--- config.mk ---
export PLATFORM = sky130hd
export DESIGN_NAME = nco_voice_scheduler
export DESIGN_NICKNAME = d
export VERILOG_FILES = /design/src/rtl/nco_pkg.sv /design/src/rtl/nco_voice_allocator.sv /design/src/rtl/nco_voice_scheduler.sv
export SDC_FILE = /design/constraint.sdc
export NUM_CORES = 2
export LEC_CHECK = 0
export CAP_MARGIN = 30
export CORE_ASPECT_RATIO = 1.2
export CORE_MARGIN = 5
export CORE_UTILIZATION = 62
export DETAILED_ROUTE_END_ITERATION = 10
export GPL_TIMING_DRIVEN = 0
export PLACE_DENSITY = 0.81
export SLEW_MARGIN = 20
export SYNTH_ARGS = -nofsm -noshare
export SYNTH_HDL_FRONTEND = slang
export SYNTH_SLANG_ARGS = --single-unit
--- constraint.sdc ---
create_clock -name master_clk -period 25.5 [get_ports master_clk]
set_input_delay 3.825 -clock master_clk [delete_from_list [all_inputs] [get_ports master_clk]]
set_output_delay 3.825 -clock master_clk [all_outputs]
set_load 0.01 [all_outputs]
--- src/rtl/nco_pkg.sv ---
// Shared types, defaults and the mix saturation helper for the NCO voice scheduler.
package nco_pkg;
   localparam int NUM_VOICES_DEF = 8;
   localparam int KEY_W_DEF      = 7;
   localparam int PHASE_W_DEF    = 32;
   localparam int SAMPLE_W_DEF   = 16;

   typedef enum logic [2:0] {IDLE, CHECK, ISSUE, WAIT, DONE} sched_state_t;

   typedef struct packed {
      logic                   active;
      logic [KEY_W_DEF-1:0]   key;
      logic [PHASE_W_DEF-1:0] increment;
      logic [PHASE_W_DEF-1:0] phase;
   } voice_t;

   // Clamp v into the signed range of a w-bit sample.
   function automatic logic signed [31:0] saturate(input logic signed [31:0] v, input int w);
      logic signed [31:0] hi, lo;
      hi = (32'sd1 <<< (w - 1)) - 32'sd1;
      lo = -(32'sd1 <<< (w - 1));
      if (v > hi) return hi;
      if (v < lo) return lo;
      return v;
   endfunction
endpackage

--- src/rtl/nco_voice_allocator.sv ---
// Voice table: key binding, retrigger, lowest-free allocation and round-robin steal,
// plus a read port by voice index and a phase write-back port for the sweep.
module nco_voice_allocator
   import nco_pkg::*;
#(
   parameter int NUM_VOICES = NUM_VOICES_DEF,
   localparam int VIDX_W = $clog2(NUM_VOICES)
)(
   input  logic                   clk,
   input  logic                   rst,
   input  logic                   key_on,
   input  logic                   key_off,
   input  logic [KEY_W_DEF-1:0]   key_id,
   input  logic [PHASE_W_DEF-1:0] key_increment,
   input  logic [VIDX_W-1:0]      rd_idx,
   output logic                   rd_active,
   output logic [PHASE_W_DEF-1:0] rd_phase,
   output logic [PHASE_W_DEF-1:0] rd_increment,
   input  logic                   wb_en,
   input  logic [VIDX_W-1:0]      wb_idx,
   input  logic [PHASE_W_DEF-1:0] wb_phase,
   output logic [NUM_VOICES-1:0]  active
);
   voice_t [NUM_VOICES-1:0] tbl, tbl_n;
   logic [VIDX_W-1:0]       steal_ptr, steal_ptr_n;
   logic [NUM_VOICES-1:0]   live;
   logic                    held, free_found;
   logic [VIDX_W-1:0]       held_idx, free_idx, tgt;

   assign rd_active    = tbl[rd_idx].active;
   assign rd_phase     = tbl[rd_idx].phase;
   assign rd_increment = tbl[rd_idx].increment;

   always_comb begin
      tbl_n       = tbl;
      steal_ptr_n = steal_ptr;
      held        = 1'b0;
      free_found  = 1'b0;
      held_idx    = '0;
      free_idx    = '0;
      if (wb_en) tbl_n[wb_idx].phase = wb_phase;
      // key_off lands first so a same-cycle key_on sees the released voice as free
      for (int i = 0; i < NUM_VOICES; i++) begin
         live[i]   = tbl[i].active && !(key_off && tbl[i].key == key_id);
         active[i] = tbl[i].active;
         if (!live[i]) tbl_n[i].active = 1'b0;
      end
      for (int i = NUM_VOICES - 1; i >= 0; i--) begin
         if (live[i] && tbl[i].key == key_id) begin
            held     = 1'b1;
            held_idx = VIDX_W'(i);
         end
         if (!live[i]) begin
            free_found = 1'b1;
            free_idx   = VIDX_W'(i);
         end
      end
      tgt = held ? held_idx : (free_found ? free_idx : steal_ptr);
      if (key_on) begin
         tbl_n[tgt] = '{active: 1'b1, key: key_id, increment: key_increment, phase: '0};
         if (!held) steal_ptr_n = steal_ptr + VIDX_W'(1);
      end
   end

   always_ff @(posedge clk or posedge rst) begin
      if (rst) begin
         tbl       <= '0;
         steal_ptr <= '0;
      end else begin
         tbl       <= tbl_n;
         steal_ptr <= steal_ptr_n;
      end
   end
endmodule

--- src/rtl/nco_voice_scheduler.sv ---
// Sweeps active voices through a shared NCO datapath on every sample tick and
// presents one saturated mix sample per tick.
module nco_voice_scheduler
   import nco_pkg::*;
#(
   parameter int NUM_VOICES = NUM_VOICES_DEF,
   parameter int KEY_W      = KEY_W_DEF,
   parameter int PHASE_W    = PHASE_W_DEF,
   parameter int SAMPLE_W   = SAMPLE_W_DEF
)(
   input  logic                master_clk,
   input  logic                rst,
   input  logic                sample_tick,
   input  logic                key_on,
   input  logic                key_off,
   input  logic [KEY_W-1:0]    key_id,
   input  logic [PHASE_W-1:0]  key_increment,
   output logic                phase_valid,
   output logic [PHASE_W-1:0]  phase_out,
   input  logic                phase_ready,
   input  logic                wave_valid,
   input  logic [SAMPLE_W-1:0] wave_sample,
   output logic                mix_valid,
   output logic [SAMPLE_W-1:0] mix_out,
   output logic                all_muted,
   output logic                busy,
   output logic                overrun
);
   localparam int VIDX_W = $clog2(NUM_VOICES);
   localparam int ACC_W  = SAMPLE_W + VIDX_W;

   sched_state_t            state, state_n;
   logic [VIDX_W-1:0]       vidx;
   logic signed [ACC_W-1:0] acc;
   logic                    last, acc_clr, acc_add, vidx_inc, wb_en, mix_load;
   logic                    rd_active;
   logic [PHASE_W-1:0]      rd_phase, rd_inc;
   logic [NUM_VOICES-1:0]   active;

   nco_voice_allocator #(.NUM_VOICES(NUM_VOICES)) u_alloc (
      .clk          (master_clk),
      .rst          (rst),
      .key_on       (key_on),
      .key_off      (key_off),
      .key_id       (key_id),
      .key_increment(key_increment),
      .rd_idx       (vidx),
      .rd_active    (rd_active),
      .rd_phase     (rd_phase),
      .rd_increment (rd_inc),
      .wb_en        (wb_en),
      .wb_idx       (vidx),
      .wb_phase     (rd_phase + rd_inc),
      .active       (active)
   );

   assign last        = (vidx == VIDX_W'(NUM_VOICES - 1));
   assign busy        = (state != IDLE);
   assign phase_valid = (state == ISSUE);
   assign phase_out   = (state == ISSUE) ? rd_phase : '0;

   always_comb begin
      state_n  = state;
      acc_clr  = 1'b0;
      acc_add  = 1'b0;
      vidx_inc = 1'b0;
      wb_en    = 1'b0;
      mix_load = 1'b0;
      unique case (state)
         IDLE:  if (sample_tick) begin
                   acc_clr = 1'b1;
                   state_n = CHECK;
                end
         CHECK: if (rd_active) state_n = ISSUE;
                else if (last) state_n = DONE;
                else vidx_inc = 1'b1;
         ISSUE: if (phase_ready) begin
                   wb_en   = 1'b1;
                   state_n = WAIT;
                end
         WAIT:  if (wave_valid) begin
                   acc_add = 1'b1;
                   if (last) state_n = DONE;
                   else begin
                      vidx_inc = 1'b1;
                      state_n  = CHECK;
                   end
                end
         DONE:  begin
                   mix_load = 1'b1;
                   state_n  = IDLE;
                end
         default: state_n = IDLE;
      endcase
   end

   always_ff @(posedge master_clk or posedge rst) begin
      if (rst) begin
         state     <= IDLE;
         vidx      <= '0;
         acc       <= '0;
         mix_out   <= '0;
         mix_valid <= 1'b0;
         overrun   <= 1'b0;
         all_muted <= 1'b1;
      end else begin
         state     <= state_n;
         mix_valid <= mix_load;
         all_muted <= ~|active;
         if (sample_tick && state != IDLE) overrun <= 1'b1;
         if (acc_clr) begin
            acc  <= '0;
            vidx <= '0;
         end
         if (vidx_inc) vidx <= vidx + VIDX_W'(1);
         if (acc_add) acc <= acc + {{VIDX_W{wave_sample[SAMPLE_W-1]}}, wave_sample};
         if (mix_load) mix_out <= SAMPLE_W'(saturate(32'(acc), SAMPLE_W));
      end
   end
endmodule

Word-level counts from Yosys, hierarchy flattened
Cells that the tools add are included.
{"block": "op_classes", "order_cmp": 6, "reduce_logical": 43, "n_eq_ne": 17, "add_sub_neg": 4, "n_mux": 84, "n_bitwise": 1}
{"operator": "bitwise mux 576 bit", "n": 2}
{"operator": "two-way mux 576 bit", "n": 2}
{"operator": "demux 72 bit (select 3 bit)", "n": 2}
{"operator": "binary-select mux 72 bit (select 3 bit)", "n": 1}
{"operator": "two-way mux 72 bit", "n": 2}
{"operator": "two-way mux 3 bit", "n": 26}
{"operator": "two-way mux 16 bit", "n": 4}
{"operator": "two-way mux 32 bit", "n": 2}
{"operator": "equality test 7 bit", "n": 8}
{"operator": "two-way mux 1 bit", "n": 39}
{"operator": "two-way mux 19 bit", "n": 2}
{"operator": "adder 32 bit", "n": 1}
{"operator": "logical AND 1 bit", "n": 27}
{"operator": "adder 19 bit", "n": 1}
{"operator": "greater-than comparator 19 x 16 -> 1 bit, second input constant", "n": 1}
{"operator": "less-than comparator 19 x 16 -> 1 bit, second input constant", "n": 1}
{"operator": "case mux 3 bit (4 select lines)", "n": 1}
{"operator": "zero test 1 bit", "n": 9}
{"operator": "less-than comparator 3 x 4 -> 1 bit, second input constant", "n": 2}
{"operator": "OR reduction 8 bit", "n": 1}
{"operator": "adder 3 x 1 -> 3 bit, second input constant", "n": 2}
{"operator": "equality test 3 x 2 -> 1 bit, second input constant", "n": 2}
{"operator": "equality test 3 bit, second input constant", "n": 2}
{"operator": ">= comparator 3 x 1 -> 1 bit, second input constant", "n": 2}
{"operator": "other kinds (11)", "n": 13}
{"block": "totals", "reg_bits": 623, "out_inout_bits": 53}

Longest topological paths before layout
{"block": "depth", "word_depth": 20, "depth_mapped": 20}

Cells and area by module
From an unflattened synthesis, not the netlist that was laid out.
{"block": "hier_totals", "hier_cells": 2791, "hier_area_um2": 31900.6}
{"module": "nco_voice_allocator", "instances": 1, "area_each_um2": 27478.9, "cells_per_inst": 2246, "seq_area_each_um2": 14488.9}
{"module": "nco_voice_scheduler", "instances": 1, "area_each_um2": 4421.7, "cells_per_inst": 545, "seq_area_each_um2": 1102.3}

Worst setup path before layout
Ideal clock, no wire load.
{"block": "synth_timing", "path_type": "input-to-reg", "from": "in key_id[6]", "to": "reg u_alloc.tbl[469] (netlist bit)", "path_slack_ps": 19173, "t_required_ps": 25375, "cell_stages": 12, "arrival_ps": 6202, "n_path_buf": 3, "path_cell_list": "buf_4 > buf_4 > xnor2_1 > nand4_1 > o21ai_0 > nor2_1 > a211oi_1 > a211oi_2 > nand2b_1 > nor2_2 > buf_6 > mux2_2"}
{"block": "synth_via", "elab_chain_len": 20, "word_cells_on_any_way": 81, "cone_classes": "2 x order compare; 8 x eq/ne; 38 x mux; 33 x reduce/logical"}
{"element": "start, declared", "line_no": "nco_voice_scheduler.sv:16", "source": "input logic [KEY_W-1:0] key_id,"}
{"element": "equality test 7 bit", "line_no": "nco_voice_allocator.sv:44, nco_voice_allocator.sv:49"}
{"element": "logical AND 1 bit", "line_no": "nco_voice_allocator.sv:44", "source": "live[i] = tbl[i].active && !(key_off && tbl[i].key == key_id);"}
{"element": "zero test 1 bit", "line_no": "nco_voice_allocator.sv:44"}
{"element": "logical AND 1 bit", "line_no": "nco_voice_allocator.sv:44"}
{"element": "two-way mux 3 bit (tied with other cells) (8 in a row)", "line_no": "nco_voice_allocator.sv:53", "source": "if (!live[i]) begin"}
{"element": "two-way mux 3 bit (tied with other cells)", "line_no": "nco_voice_allocator.sv:58", "source": "tgt = held ? held_idx : (free_found ? free_idx : steal_ptr);"}
{"element": "two-way mux 3 bit (*)", "line_no": "nco_voice_allocator.sv:58"}
{"element": "less-than comparator 3 x 4 -> 1 bit (implied by the code) / >= comparator 3 x 1 -> 1 bit (equally long branches)", "line_no": "nco_voice_allocator.sv:60", "source": "tbl_n[tgt] = '{active: 1'b1, key: key_id, increment: key_increment, phase: '0};"}
{"element": "logical AND 1 bit (implied by the code)", "line_no": "nco_voice_allocator.sv:60"}
{"element": "two-way mux 72 bit (implied by the code)", "line_no": "nco_voice_allocator.sv:60"}
{"element": "demux 72 bit (select 3 bit) (*)"}
{"element": "bitwise mux 576 bit (*)", "line_no": "nco_voice_allocator.sv:60"}
{"element": "two-way mux 576 bit (*)", "line_no": "nco_voice_allocator.sv:59", "source": "if (key_on) begin"}
{"element": "end signal, assigned", "line_no": "nco_voice_allocator.sv:70", "source": "tbl <= tbl_n;"}
{"element": "end, declared", "line_no": "nco_voice_allocator.sv:24", "source": "voice_t [NUM_VOICES-1:0] tbl, tbl_n;"}
Mark *: on every way between the ends. The rest lies on a longest branch, timed or not.
A chain may end at the register's enable or synchronous reset.

Worst setup path after layout
{"block": "layout_timing", "from": "reg vidx[1]", "to": "out phase_out[21]"}
{"block": "layout_via", "elab_chain_len": 3}
{"element": "start, declared", "line_no": "nco_voice_scheduler.sv:33", "source": "logic [VIDX_W-1:0] vidx;"}
{"element": "start signal, assigned", "line_no": "nco_voice_scheduler.sv:115", "source": "if (vidx_inc) vidx <= vidx + VIDX_W'(1);"}
{"element": "binary-select mux 72 bit (select 3 bit)", "line_no": "nco_voice_allocator.sv:31", "source": "assign rd_phase = tbl[rd_idx].phase;"}
{"element": "two-way mux 72 bit (implied by the code)", "line_no": "nco_voice_allocator.sv:31"}
{"element": "two-way mux 32 bit", "line_no": "nco_voice_scheduler.sv:60", "source": "assign phase_out = (state == ISSUE) ? rd_phase : '0;"}
{"element": "end, declared", "line_no": "nco_voice_scheduler.sv:19", "source": "output logic [PHASE_W-1:0] phase_out,"}
Every way passes these cells. The select of a mux whose other input is x is not followed.

==> flow_metrics.py <==
metrics = {
    "status": {
        "status": "complete, no violations",
    },
    "logic_synthesis": {
        "synth_ff_type": "dfrtp_1",
        "ys_warn_count": 0,
        "ys_types": 69,
        "syn_area_per_cell_um2": 10.4,
        "synth_area_um2": 30400,
        "synth_edf_count": 0,
        "synth_cells": 2914,
        "postSynthNetCount": 3030,
        "yosysSeqAreaShare": 0.513,
        "ys_seq_elements": 623,
        "async_flop_share": 1.00,
    },
    "clock_network": {
        "ctsLongestPathBuffers": 3,
        "clk_latency_ns": 0.65,
        "htreeDepth": 2,
        "cts_resized": 0,
        "postCtsSetupRepairBufs": 0,
        "root_buffer": "clkbuf_16",
        "clk_pin_slew_worst_paths_ns": 0.06,
        "holdBufCountCts": 0,
        "cts-buffers-inserted": 61,
        "cts_tree": "yes",
        "clock-sinks": 623,
    },
    "grt": {
        "track_usage": 0.382,
        "grt_pass1_wl_um": 155000,
        "antenna_found_initial": 8,
        "grt_max_degree": 112,
        "grt_pass1_vias": 25800,
        "grt-ovfl-total": 0,
    },
    "route": {
        "drt_iter0_drc": 3318,
        "vias": 25600,
        "ant_nets": 0,
        "vias_per_cell": 6.77,
        "routed_wl_um": 104000,
        "wl_per_cell_um": 27.5,
        "route.detailed.drc": 0,
        "firstDrtPassIters": 7,
    },
    "timing": {
        "min_period_over_period": 0.339,
        "setup_viol": 0,
        "hold_viol": 0,
        "tns_ns": 0,
        "rsz0062_at_grt": "no",
        "report.final.slew_viol_count": 0,
        "worst_pin_slew_ns": 1.16,
        "finClkSkew_ns": 0.0295,
        "period_minus_slack_ns": 8.66,
        "slew_headroom": 0.230,
        "fmax_ghz": 0.116,
    },
    "floorplan": {
        "die_height_um": 253,
        "row_count": 88,
        "dieArea_um2": 53600,
        "start_util": 0.629,
        "pin_count": 115,
        "die_x_um": 212,
        "core-area_um2": 48300,
    },
    "setup_path": {
        "critPathMaxStageDelay_ns": 0.87,
        "path_buf_inv": 4,
        "cp.arrival_ns": 4.83,
        "worstPathRequired_ns": 21.67,
        "cpMostUsedCell": "clkbuf_1",
        "cp-start-kind": "flip-flop",
        "crit_type": "reg2out",
        "cp_slowest_cell": "clkbuf_1",
        "cp-end-kind": "output pin",
        "cp_top_family": "buffers and inverters",
        "crit_chain": "buf_1, nor3b_1, clkbuf_1, clkbuf_1, a22oi_1, nand4_1, and2_1, clkdlybuf4s50_1",
        "crit_fanout": 10,
    },
    "placement": {
        "dpl.cell_count": 3660,
        "port_buffers": 107,
        "hpwl_um": 70900,
        "gp_congestion": 0.988,
    },
    "min_path": {
        "min_path_type": "reg2reg",
    },
    "layout": {
        "drive_above_1_share": 0.137,
        "nets": 3213,
        "fin_cells": 3779,
        "finalCoreUtilization": 0.715,
        "area_delta_synth_final_pct": 13.7,
    },
    "job": {
        "maxCapViolCount": 0,
    },
    "power_and_ir_drop": {
        "peakVddDrop_v": 0.0000983,
        "cellPowerDensity_nw_per_um2": 146,
        "leakage_nw": 14.9,
    },
}
-- final cells by class --
cell class | count | area (um2)
Tap cell | 630 | 788
Sequential cell | 623 | 15600
Inverter | 21 | 86.3
Buffer | 206 | 1050
Timing Repair Buffer | 120 | 1330
Clock inverter | 20 | 265
Multi-Input combinational cell | 2064 | 13700
Fill cell | 3459 | 13800
Clock buffer | 89 | 1760
Antenna cell | 6 | 15.0
-- cells in the final DEF, fill, tap and decap left out, drive strengths merged, types with 21 or more instances in the layout --
master         netlist  layout
nand3               48      48
buf                 85      98
nand4               76      76
nor2               205     205
a211oi              29      29
clkbuf             121     210
nand2              413     413
a22oi              254     254
clkdlybuf4s50        0     107
ha                  52      52
inv                 21      23
xor2                26      26
o21ai               77      77
xnor2               68      68
a21oi              268     268
and2                41      41
mux2               313     313
nor3                21      21
dfrtp              622     622
-- path summary, 6_finish.rpt --
check                      startpoint                to  slack (ns)  cells past startpoint
max                           vidx[1]     phase_out[21]       16.84                      8
min                           overrun           overrun        0.46                      1
max reg2reg                   vidx[2]  u_alloc.tbl[386]       18.25                     18
min reg2reg                   overrun           overrun        0.46                      1
max in group asynchronous         rst  u_alloc.tbl[181]       19.77                      6
min in group asynchronous         rst            acc[1]        3.54                      2
-- flip-flops by register name, indices dropped and copies added, names as in the netlist --
name               cells
u_alloc.tbl          568
acc                   19
mix_out               16
u_alloc.active         8
state                  3
u_alloc.steal_ptr      3
vidx                   3
all_muted              1
mix_valid              1
overrun                1
-- worst register-to-register path: cells and delay by family (launching register included) --
kind | cells | cell delay [ns]
AOI/OAI and AO/OA | 6 | 1.21
adders and majority gates | 2 | 0.53
buffers and inverters | 4 | 2.80
and+or+nand+nor | 5 | 1.46
DFF | 1 | 0.41
xor gates and xnor gates | 1 | 0.76
-- cell families (layout without fill, tap and decap cells) --
kind of cell	count (synthesis)	in the layout	share of synthesized area
AO/OA/AOI/OAI	726	726	0.153
adder cells (fa/ha/maj)	54	54	0.0227
flip-flops	623	623	0.513
multiplexers	318	318	0.119
AND/OR/NAND/NOR	872	872	0.129
buffers and inverters	227	456	0.0371
XOR/XNOR	94	94	0.0271
other	0	6	0
-- metrics by stage --
stage | power (mW) | hold slack [ns] | area, um2 | setup slack, ns
2_1_floorplan | 3.18 | 0.446 | 30400 | 4.23
4_1_cts | 4.93 | 0.461 | 34500 | 17.03
3_5_place_dp | 3.99 | 0.447 | 32500 | 17.71
3_3_place_gp | 3.89 | 0.439 | 32200 | -1.61
6_report | 5.04 | 0.463 | 34600 | 16.84
5_1_grt | 5.24 | 0.494 | 34600 | 16.90
-- report_power, final --
group	leakage, nW	internal, mW	switching, mW
clock	0.991	0.537	0.394
sequential	7.95	1.39	0.241
combinational	5.99	0.889	1.59
-- layer usage --
metal / vias to the layer above / routed length, um / track usage
met5: - / 41 / 0
met4: 6 / 8290 / 0.265
met3: 501 / 11400 / 0.0956
met2: 1700 / 47100 / 0.589
met1: 12600 / 36900 / 0.473
li1: 10800 / - / -
-- Yosys cell counts (20+ instances only) --
library cell | instances | share of area
a21oi_1 | 268 | 0.044
xor2_1 | 26 | 0.0075
buf_6 | 22 | 0.0082
clkbuf_1 | 121 | 0.015
mux2_1 | 70 | 0.026
dfrtp_1 | 622 | 0.51
mux2_2 | 234 | 0.087
a211oi_1 | 28 | 0.0069
a22oi_1 | 254 | 0.063
nor2_1 | 199 | 0.025
buf_2 | 26 | 0.0043
buf_1 | 20 | 0.0025
and2_1 | 41 | 0.0084
nor3_1 | 21 | 0.0035
inv_1 | 21 | 0.0026
nand2_1 | 413 | 0.051
nand4_1 | 76 | 0.016
xnor2_1 | 68 | 0.020
nand3_1 | 48 | 0.0079
ha_1 | 52 | 0.021
o21ai_0 | 73 | 0.012
Power figures use the tool's default switching activity.
